File: src/rtl/ms_timer.sv
// Millisecond timer for the reaction-time game: counts a random wait down, or counts reaction time up.
// Latency: timer_value steps CLKS_PER_MS enabled cycles after a clear; ms_tick is registered (one cycle later).
// Backpressure: none; the FSM commands (clear/up/enable) are obeyed every cycle, clear > enable > hold.
//
// Ports:
//   clk, reset        clock and synchronous active-high reset
//   clear, up, enable timer commands from the game FSM
//   timer_value       current count in ms, W = $clog2(MAX_MS) bits
//   ms_tick           one-cycle pulse on each ms boundary while enabled
//   at_zero, at_max   combinational flags decoded from timer_value
module ms_timer #(
    parameter int          CLKS_PER_MS  = 50000,
    parameter int          MAX_MS       = 2047,
    parameter int          MIN_DELAY_MS = 1000,
    parameter int          RAND_BITS    = 10,
    parameter logic [15:0] LFSR_SEED    = 16'hACE1
) (
    input  logic                       clk,
    input  logic                       reset,
    input  logic                       clear,
    input  logic                       up,
    input  logic                       enable,
    output logic [$clog2(MAX_MS)-1:0]  timer_value,
    output logic                       ms_tick,
    output logic                       at_zero,
    output logic                       at_max
);

    localparam int W  = $clog2(MAX_MS);
    localparam int PW = $clog2(CLKS_PER_MS);

    // Wide (W+1 bit) constants so loads and increments can exceed MAX_MS before clamping.
    localparam logic [W:0]    MAX_WIDE  = (W+1)'(MAX_MS);
    localparam logic [W:0]    MIN_WIDE  = (W+1)'(MIN_DELAY_MS);
    localparam logic [W-1:0]  MAX_VAL   = W'(MAX_MS);
    localparam logic [PW-1:0] PRESC_END = PW'(CLKS_PER_MS - 1);

    logic [W-1:0]  timer_value_q, timer_value_d;
    logic [PW-1:0] presc_q, presc_d;
    logic          ms_tick_q, ms_tick_d;
    logic [15:0]   lfsr_q, lfsr_d;

    logic          lfsr_fb;
    logic [W:0]    load_wide;
    logic [W:0]    inc_wide;

    // Fibonacci LFSR, polynomial x^16 + x^14 + x^13 + x^11 + 1, right-shifting.
    // A nonzero seed keeps it out of the all-zero lock-up state.
    always_comb begin
        lfsr_fb = lfsr_q[0] ^ lfsr_q[2] ^ lfsr_q[3] ^ lfsr_q[5];
        lfsr_d  = {lfsr_fb, lfsr_q[15:1]};
    end

    always_comb begin
        load_wide = MIN_WIDE + (W+1)'(lfsr_q[RAND_BITS-1:0]);
        inc_wide  = {1'b0, timer_value_q} + (W+1)'(1);
    end

    always_comb begin
        timer_value_d = timer_value_q;
        presc_d       = presc_q;
        ms_tick_d     = 1'b0;

        if (clear) begin
            presc_d = '0;
            if (up) begin
                timer_value_d = '0;
            end else if (load_wide > MAX_WIDE) begin
                timer_value_d = MAX_VAL;
            end else begin
                timer_value_d = load_wide[W-1:0];
            end
        end else if (enable) begin
            if (presc_q == PRESC_END) begin
                presc_d   = '0;
                ms_tick_d = 1'b1;
                // Direction is sampled only at the ms boundary, so a mid-ms change of up
                // simply affects the next step.
                if (up) begin
                    timer_value_d = (inc_wide > MAX_WIDE) ? MAX_VAL : inc_wide[W-1:0];
                end else if (timer_value_q != '0) begin
                    timer_value_d = timer_value_q - W'(1);
                end
            end else begin
                presc_d = presc_q + PW'(1);
            end
        end
    end

    always_ff @(posedge clk) begin
        if (reset) begin
            timer_value_q <= '0;
            presc_q       <= '0;
            ms_tick_q     <= 1'b0;
            lfsr_q        <= LFSR_SEED;
        end else begin
            timer_value_q <= timer_value_d;
            presc_q       <= presc_d;
            ms_tick_q     <= ms_tick_d;
            lfsr_q        <= lfsr_d;
        end
    end

    assign timer_value = timer_value_q;
    assign ms_tick     = ms_tick_q;
    assign at_zero     = (timer_value_q == '0);
    assign at_max      = (timer_value_q == MAX_VAL);

endmodule

File: config.mk
export PLATFORM = sky130hd
export DESIGN_NAME = ms_timer
export DESIGN_NICKNAME = d
export VERILOG_FILES = /design/src/rtl/ms_timer.sv
export SDC_FILE = /design/constraint.sdc
export NUM_CORES = 1
export LEC_CHECK = 0
export ABC_AREA = 1
export CORE_MARGIN = 2
export CORE_UTILIZATION = 45
export CTS_BUF_LIST = sky130_fd_sc_hd__clkbuf_8
export DETAILED_ROUTE_END_ITERATION = 16
export PLACE_DENSITY = 0.73
export SLEW_MARGIN = 20
export SYNTH_ARGS = -nofsm -noshare
export SYNTH_HDL_FRONTEND = slang
export SYNTH_SLANG_ARGS = --single-unit
File: constraint.sdc
create_clock -name clk -period 2.2 [get_ports clk]
set_input_delay 0.44 -clock clk [delete_from_list [all_inputs] [get_ports clk]]
set_output_delay 0.44 -clock clk [all_outputs]
set_load 0.05 [all_outputs]
## Word-level counts from Yosys, hierarchy flattened

Cells that the tools add are included.

- Add/sub/neg operators: 4
- $lt $le $gt $ge: 2
- Eq/ne operators: 2
- Mux-type cells: 10
- Bitwise logic cells: 4
- Reduce and logical (&&, ||, !) cells: 8

Operators by type and width:

| kind | number |
|---|---|
| $mux W11 | 8 |
| $add A16 B1 Y16 const B | 1 |
| $eq A16 B16 Y1 const B | 1 |
| $mux W16 | 1 |
| $add A11 B1 Y12 const B | 1 |
| $gt A12 B11 Y1 const B | 1 |
| $add A10 B10 Y11 const A | 1 |
| $eq A11 B11 Y1 const B | 1 |
| $gt A11 B11 Y1 const B | 1 |
| $logic_not A11 Y1 | 1 |
| $reduce_bool A11 Y1 | 1 |
| $sub A11 B1 Y11 const B | 1 |
| $reduce_bool A2 Y1 | 2 |
| $reduce_and A3 Y1 | 1 |
| $reduce_bool A3 Y1 | 1 |
| $reduce_or A3 Y1 | 1 |
| $xor A1 B1 Y1 | 3 |
| $reduce_or A2 Y1 | 1 |
| $mux W1 | 1 |
| $not A1 Y1 | 1 |

- Register bits: 44
- Input bits: 5
- Output and inout bits: 14
- Logic and storage cells: 34

## Depth between registers and ports, before layout

Gate-level depths: netlist of the first run.

- Depth after elaboration: 7
- Gate-level depth with buffers: 12

## Least setup slack after synthesis of the first run

OpenSTA, ideal clock, no wires.

- Kind: flip-flop to flip-flop
- Start: register timer_value_q[1] (netlist: timer_value[1])
- End: register timer_value_q[10] (netlist: timer_value[10])
- Arrival time: 2313 ps
- Data required time: 2083 ps
- Path slack: -229 ps
- Cell stages (with the launch flop): 10
- Cell sequence: dfxtp_1 ha_1 nand2_1 nor2_2 nand2_1 nor2_1 nand3b_1 nand3_1 nand2_1 a21oi_1

- Cells in the longest elaborated chain, start to end: 7
- Elaborated cells on any way between the ends: 12

Ends and longest elaborated chain:

| what | RTL line | source |
|---|---|---|
| from (decl) | 38 | `logic [W-1:0] timer_value_q, timer_value_d;` |
| from (signal assigned) | 97 | `timer_value_q <= timer_value_d;` |
| $add A11 B1 Y12 | 56 | `inc_wide = {1'b0, timer_value_q} + (W+1)'(1);` |
| $gt A12 B11 Y1 | 80 | `timer_value_d = (inc_wide > MAX_WIDE) ? MAX_VAL : inc_wide[W-1:0];` |
| $mux W11 | 80 |  |
| $mux W11 | 79 | `if (up) begin` |
| $mux W11 | 74 | `if (presc_q == PRESC_END) begin` |
| $mux W11 | 73 | `end else if (enable) begin` |
| $mux W11 | 64 | `if (clear) begin` |

Parallel ways exist; a longest one is shown, timed or not. The select of a mux whose other input is x is not followed.
A chain may end at the register's enable or synchronous reset.

## Final worst setup path of the first run

- Start: register timer_value_q[5] (netlist: timer_value[5])
- End: output port timer_value[5]

RTL lines:

| what | RTL line | source |
|---|---|---|
| to (decl) | 23 | `output logic [$clog2(MAX_MS)-1:0] timer_value,` |

No word-level cell between the ends.

==> run metrics, run 1 <==
outcome finished clean; Metal-1 WL between 2000 and 3000 um; CTS HTree Levels 2; Post-layout nets 436; wire length per cell after detailed routing 11.45 um; pin slew with the least headroom to its limit 0.5070 ns; highest achievable clock rate 0.4760 GHz; routability congestion estimate from global placement 0.9140; clk_skew 0.01425 ns; Post-CTS Repair Setup Buffers 0; Post-Syn Area 2609 um^2; # port buffers 18; initial antenna violation count 0; placement row count 27; distinct cell type count of the synthesized netlist 31; fraction of layout instances using a drive strength above 1 0.1315; Seq/Total Area, Yosys 0.3376; sinks on the clock net 44; setup_tns 0 ns; Post-Synthesis Net Count 410; total power of the final layout 0.001828 W; commonest register cell after synthesis sky130_fd_sc_hd__dfxtp_1; width of the die around 80 um; kind of critical path reg -> out; worst-path fanout max 7; Die Ht 80.14 um; gr usage total 0.1908; period utilization 0.9550; DRT Pass-1 Iters 4; share of the synthesized area in the top cell type 0.3376; top cells by area in the synthesized netlist sky130_fd_sc_hd__dfxtp_1, sky130_fd_sc_hd__nand2_1, sky130_fd_sc_hd__nor2_1; area of the die 6422 um^2; number of design-rule violations left by the first detailed-router iteration between 100 and 150; final global-route overflow total 0; I/O pin count 19; vias per cell 5.002; Filler Cell Count approximately 550; top-count cell post-synth sky130_fd_sc_hd__nand2_1; Setup WS post-layout 0.09907 ns; Reg clk slew, reported paths 0.08 ns; count of flip-flops with a built-in enable after synthesis 0; number of buffers created by CTS 5; Post-Syn Instances 399; count of maximum capacitance violations 0; #FFs+latches synth 44; synthesized area per cell between 6 and 7 um^2; buffers from clock root to sink, at most 2; number of DRC violations after detailed routing 0; leading post-synthesis cells by instance count sky130_fd_sc_hd__nand2_1, sky130_fd_sc_hd__nor2_1, sky130_fd_sc_hd__dfxtp_1, sky130_fd_sc_hd__inv_1, sky130_fd_sc_hd__o21ai_0; final-report max-slew violation count 0; Yosys warnings 0; critical path data arrival time 1.66 ns; sequence of cells on the critical path clkdlybuf4s50_1; delay contributed by the slowest stage of the critical path 0.86 ns; standard cell with the maximum stage delay on the critical path sky130_fd_sc_hd__clkdlybuf4s50_1; CP endpoint kind output port; RSZ-0062 raised after global routing no; endpoints failing setup 0; startpoint kind of the worst setup timing path flop; buffer type at the clock tree root sky130_fd_sc_hd__clkbuf_8; leading area contributor after synthesis sky130_fd_sc_hd__dfxtp_1; Antenna diodes 0; share of flip-flops with an asynchronous set or reset 0; power density over the cells 602.2 nW/um^2; post-route cell area between 3000 and 4000 um^2; met3 WL post-DR 269 um; Max VDD drop 360.0 uV; antenna viol nets, final 0; data required time at the worst endpoint 1.76 ns; Core ar. 5540 um^2; Top Family by Delay on Critical Path buffers and inverters; largest net degree at the start of global routing 15; vias in the first global route 2,255; Leakage Power 1.261 nW; top sig layer met4; insertion delay of the later-clocked pin in the worst-skew pair 0.30 ns; final hold violation count 0; Detail Placement HPWL 4324 um; Vias 2,491; max-slew headroom at the worst pin 0.6609; total placed instance area 2920 um^2; starting utilization of the core area 0.4709; pre-CTS WS 0.1070 ns; TritonCTS clock tree yes; WP buf/inv 1; worst hold path type reg -> reg; wire length on met2 2413 um; shortest period the worst path allows roughly 2.1 ns; total detailed-routing wirelength 5704 um; layout-stage area growth over the synthesis result 16.35%; global-route wire length before repair 9901 um
cell usage in the layout (no fill, tap or decap), types with 2 or more instances in the layout:
master and instances:
sky130_fd_sc_hd__clkbuf_8 5, sky130_fd_sc_hd__clkdlybuf4s50_1 16, sky130_fd_sc_hd__inv_1 45, sky130_fd_sc_hd__dfxtp_1 42
sky130_fd_sc_hd__o21ai_0 24, sky130_fd_sc_hd__dfxtp_2 2, sky130_fd_sc_hd__nand3_1 22, sky130_fd_sc_hd__nor2_2 9
sky130_fd_sc_hd__nor2_4 2, sky130_fd_sc_hd__a21oi_2 2, sky130_fd_sc_hd__a21oi_1 23, sky130_fd_sc_hd__nand4_2 2
sky130_fd_sc_hd__nand2_1 90, sky130_fd_sc_hd__or2_2 5, sky130_fd_sc_hd__nand4_1 7, sky130_fd_sc_hd__o21ai_2 7
sky130_fd_sc_hd__ha_1 6, sky130_fd_sc_hd__nand3b_1 2, sky130_fd_sc_hd__buf_12 2, sky130_fd_sc_hd__buf_4 7
sky130_fd_sc_hd__xor2_1 8, sky130_fd_sc_hd__nor2_1 63, sky130_fd_sc_hd__nor3_2 2, sky130_fd_sc_hd__o21ai_1 4
sky130_fd_sc_hd__inv_2 5, sky130_fd_sc_hd__nor3_1 14
routing by layer:
metal / vias to the layer above / global-route usage
li1: 1335 / -
met1: 1091 / 0.2629
met2: 55 / 0.2925
met3: 10 / 0.04157
met4: 0 / 0.06780
met5: - / 0
what timing repair did:
action,in CTS,in global routing
resized for setup,0,3
hold buffers,0,0
setup endpoints to repair,0,2
report_power, final:
group	total (W)	internal, W	switching, W
clock	0.000609	0.000333	0.000276
combinational	0.000349	0.000125	0.000224
sequential	0.000871	0.000831	0.0000393
worst reg2reg max path, stage by stage, from the launching register on:
cell                      delay, ns
sky130_fd_sc_hd__dfxtp_1       0.34
sky130_fd_sc_hd__ha_1          0.21
sky130_fd_sc_hd__nand2_1       0.16
sky130_fd_sc_hd__nor2_4        0.06
sky130_fd_sc_hd__nand3_2       0.10
sky130_fd_sc_hd__nor2_4        0.05
sky130_fd_sc_hd__nor2_1        0.37
sky130_fd_sc_hd__inv_2         0.17
sky130_fd_sc_hd__a21oi_1       0.15
sky130_fd_sc_hd__o21a_1        0.13
cell type report:
type / instances / area [um^2] / share of cell area
Clock buffer: 5 / 68.82 / 0.02267
Clock inverter: 3 / 38.79 / 0.01278
Inverter: 49 / 183.9 / 0.06059
Multi-Input combinational cell: 300 / 1518 / 0.5000
Sequential cell: 44 / 883.3 / 0.2910
Tap cell: 72 / 90.09 / 0.02968
Timing Repair Buffer: 25 / 252.7 / 0.08326
metrics by stage:
step | hold WS (ns) | instances | utilization
2_1_floorplan | 0.3883 | 399 | -
3_3_place_gp | 0.3930 | 490 | 0.5271
3_5_place_dp | 0.3942 | 490 | 0.5271
4_1_cts | 0.4059 | 498 | 0.5465
5_1_grt | 0.4357 | 498 | 0.5479
6_report | 0.4058 | 498 | 0.5479
state kept, by name (all words and copies together) (netlist names):
| signal | cells |
|---|---|
| presc_q | 16 |
| ms_tick | 1 |
| lfsr_q | 16 |
| timer_value | 11 |
worst paths after layout:
check / from / to / slack, ns / cells past startpoint
setup / recovery: timer_value[5] / timer_value[5] / 0.1 / 1
hold reg to reg: lfsr_q[10] / lfsr_q[9] / 0.41 / 2
hold / removal: lfsr_q[10] / lfsr_q[9] / 0.41 / 2
setup reg to reg: presc_q[0] / presc_q[14] / 0.39 / 9
cell families (layout without fill, tap and decap cells):
group,count (synthesis),count (layout),share of synthesized area
AND/OR/NAND/NOR,224,224,0.3880
AO/OA/AOI/OAI,61,61,0.1309
buffers and inverters,55,82,0.08441
flip-flops,44,44,0.3376
XOR/XNOR,9,9,0.03022
adder cells (fa/ha/maj),6,6,0.02878
Power figures use the tool's default switching activity.
==> run 2, diff against run 1 <==
ABC_CLOCK_PERIOD_IN_PS = 2200   (was default)
==> results of run 2 <==
Same layout as run 1: the final DEF is identical, and so are final timing and power.
==> run 3, diff against run 2 <==
CORE_ASPECT_RATIO = 0.5   (was default)
SETUP_SLACK_MARGIN = 0.15   (was default)
==> run 3 against run 2 <==
Effect of this change: via count is essentially flat; register-to-register slack gained 0.06 ns; largest cell class unchanged; critical path depth grew 4; setup slack gained 0.13 ns; first-iteration DRC count shrank 7.2%; flip-flop and latch count is the same; count of clock-buffer cells in the layout is the same.
==> run metrics, run 3 (synthesis gave the netlist of run 1 again) <==
share of power burned in the clock network 0.280; clk_skew slightly above 0.006 ns; shortest period the worst path allows between 1.5 and 2 ns; number of design-rule violations left by the first detailed-router iteration 116; outcome finished clean; kind of critical path reg -> out; CTS HTree Levels 2; largest net degree at the start of global routing 16; TritonCTS clock tree yes; insertion delay of the later-clocked pin in the worst-skew pair about 0.29 ns; end point of the most critical hold path lfsr_q[12]; worst hold path type reg -> reg; Finished Layout Cells about 500; startpoint kind of the worst setup timing path flop; commonest cells after routing, fill and taps aside sky130_fd_sc_hd__nand2_1, sky130_fd_sc_hd__nor2_1, sky130_fd_sc_hd__inv_1; leading cell type in the layout, fill and taps excluded sky130_fd_sc_hd__nand2_1; CP endpoint kind output port; final-report max-slew violation count 0; total instance count after detailed placement 491; switching power share of the total 0.3098; width of the die roughly 110 um; I/O pin count 19; final global-route overflow total 0; start point of the worst min-delay path lfsr_q[13]; fraction of layout instances using a drive strength above 1 0.1341; grt met2 use 0.2753; placement row count 19; period utilization 0.8944; Post-Route Utilization 0.5448; Flop pwr share 0.517; routability congestion estimate from global placement 0.8451; layout-stage area growth over the synthesis result 15.68%; Max VDD drop 325.5 uV; Post-layout nets 436; count of maximum capacitance violations 0; final hold violation count 0; total detailed-routing wirelength 5642 um; Post-CTS Repair Setup Buffers 0; Antenna diodes 0; worst-case reg-to-reg path depth 9; DRT Pass-1 Iters 4; starting utilization of the core area 0.4710; post-cts resize count 10; Reg clk slew, reported paths roughly 0.080 ns; global-route wire length before repair between 9000 and 10,000 um; buffer type at the clock tree root sky130_fd_sc_hd__clkbuf_8; number of DRC violations after detailed routing 0; met1 track utilization from global routing 0.2635; critical path data arrival time 1.53 ns; wire length per cell after detailed routing 11.33 um; worst flop-to-flop path startpoint presc_q[0]; endpoint of the lowest-slack register-to-register path presc_q[14]; Filler Cell Count 548; antenna viol nets, final 0; Leakage Power 1.288 nW; worst-path fanout max 6; most congested layer reported by global routing met2; Vias between 2,000 and 2,500; Core ar. 5539 um^2; sinks on the clock net 44; number of buffers created by CTS 5; instance count along the most critical hold path 2; cts hold-fix bufs 0; data required time at the worst endpoint about 1.8 ns; power share of the combinational group 0.204; highest achievable clock rate 0.5082 GHz; area of the die 6459 um^2; setup_tns 0 ns; switching power 0.0005218 W; Detail Placement HPWL 4296 um; vias per cell 5.004; max-slew headroom at the worst pin 0.6670; initial antenna violation count 0; Reg area 883.3 um^2; internal portion of total power ~0.0012 W; total placed instance area 2932 um^2; gr usage total 0.1819; total power of the final layout 0.001684 W; RSZ-0062 raised after global routing yes; # port buffers 18; power density over the cells 558.1 nW/um^2; setup slack, reg-to-reg roughly 0.45 ns; Die Ht 57.84 um; pin slew with the least headroom to its limit 0.4987 ns; buffers from clock root to sink, at most 2; post-route cell area slightly above 3000 um^2; vias in the first global route roughly 2,100; global-route met3 utilization 0.05230; endpoints failing setup 0; area of the multi-input gates 1535 um^2
## run 3: cell type report
cell class                 count  area share
sequential                    44      0.2927
clock inverter                 2    0.002902
tap                           73     0.03027
inverter                      49     0.06095
clock buffer                   5     0.02280
timing repair buffer          25     0.08167
multi-input combinational    300      0.5087
## run 3: power by group through the flow
stage	combinational, W	sequential (W)	clock (W)
5_1_grt	0.000383	0.000876	0.000520
6_report	0.000343	0.000870	0.000471
4_1_cts	0.000342	0.000871	0.000482
2_1_floorplan	0.000203	0.000929	0
3_3_place_gp	0.000343	0.000889	0
3_5_place_dp	0.000346	0.000888	0
## run 3: how the worst max path moves through the flow
stage | slack [ns] | start | cells after the start | end
finish | 0.23 | timer_value[9] | 5 | at_max
global route | 0.12 | timer_value[9] | 5 | at_max
CTS | 0.18 | timer_value[0] | 6 | at_zero
detailed placement | 0.09 | enable | 9 | presc_q[14]
global placement | 0.15 | enable | 9 | presc_q[14]
floorplan | 0.17 | timer_value[1] | 9 | timer_value[10]
## run 3: layer usage
layer  part of all wire  vias up
li1                   -     1331
met1               0.53     1103
met2               0.42       54
met3              0.050        4
met4             0.0082        0
met5                  0        -
## run 3: through the flow
step / hold slack [ns] / setup WS, ns
global placement: 0.3889 / 0.1542
global route: 0.4183 / 0.1214
floorplan: 0.3883 / 0.1709
detailed placement: 0.3946 / 0.09456
CTS: 0.4065 / 0.1791
finish: 0.4063 / 0.2322
## run 3: worst max-delay path: stages (launching register included)
cell                      delay (ns)
sky130_fd_sc_hd__dfxtp_1        0.49
sky130_fd_sc_hd__inv_1          0.14
sky130_fd_sc_hd__nor2_2         0.14
sky130_fd_sc_hd__nand2_1        0.15
sky130_fd_sc_hd__nor2_4         0.17
sky130_fd_sc_hd__buf_12         0.14
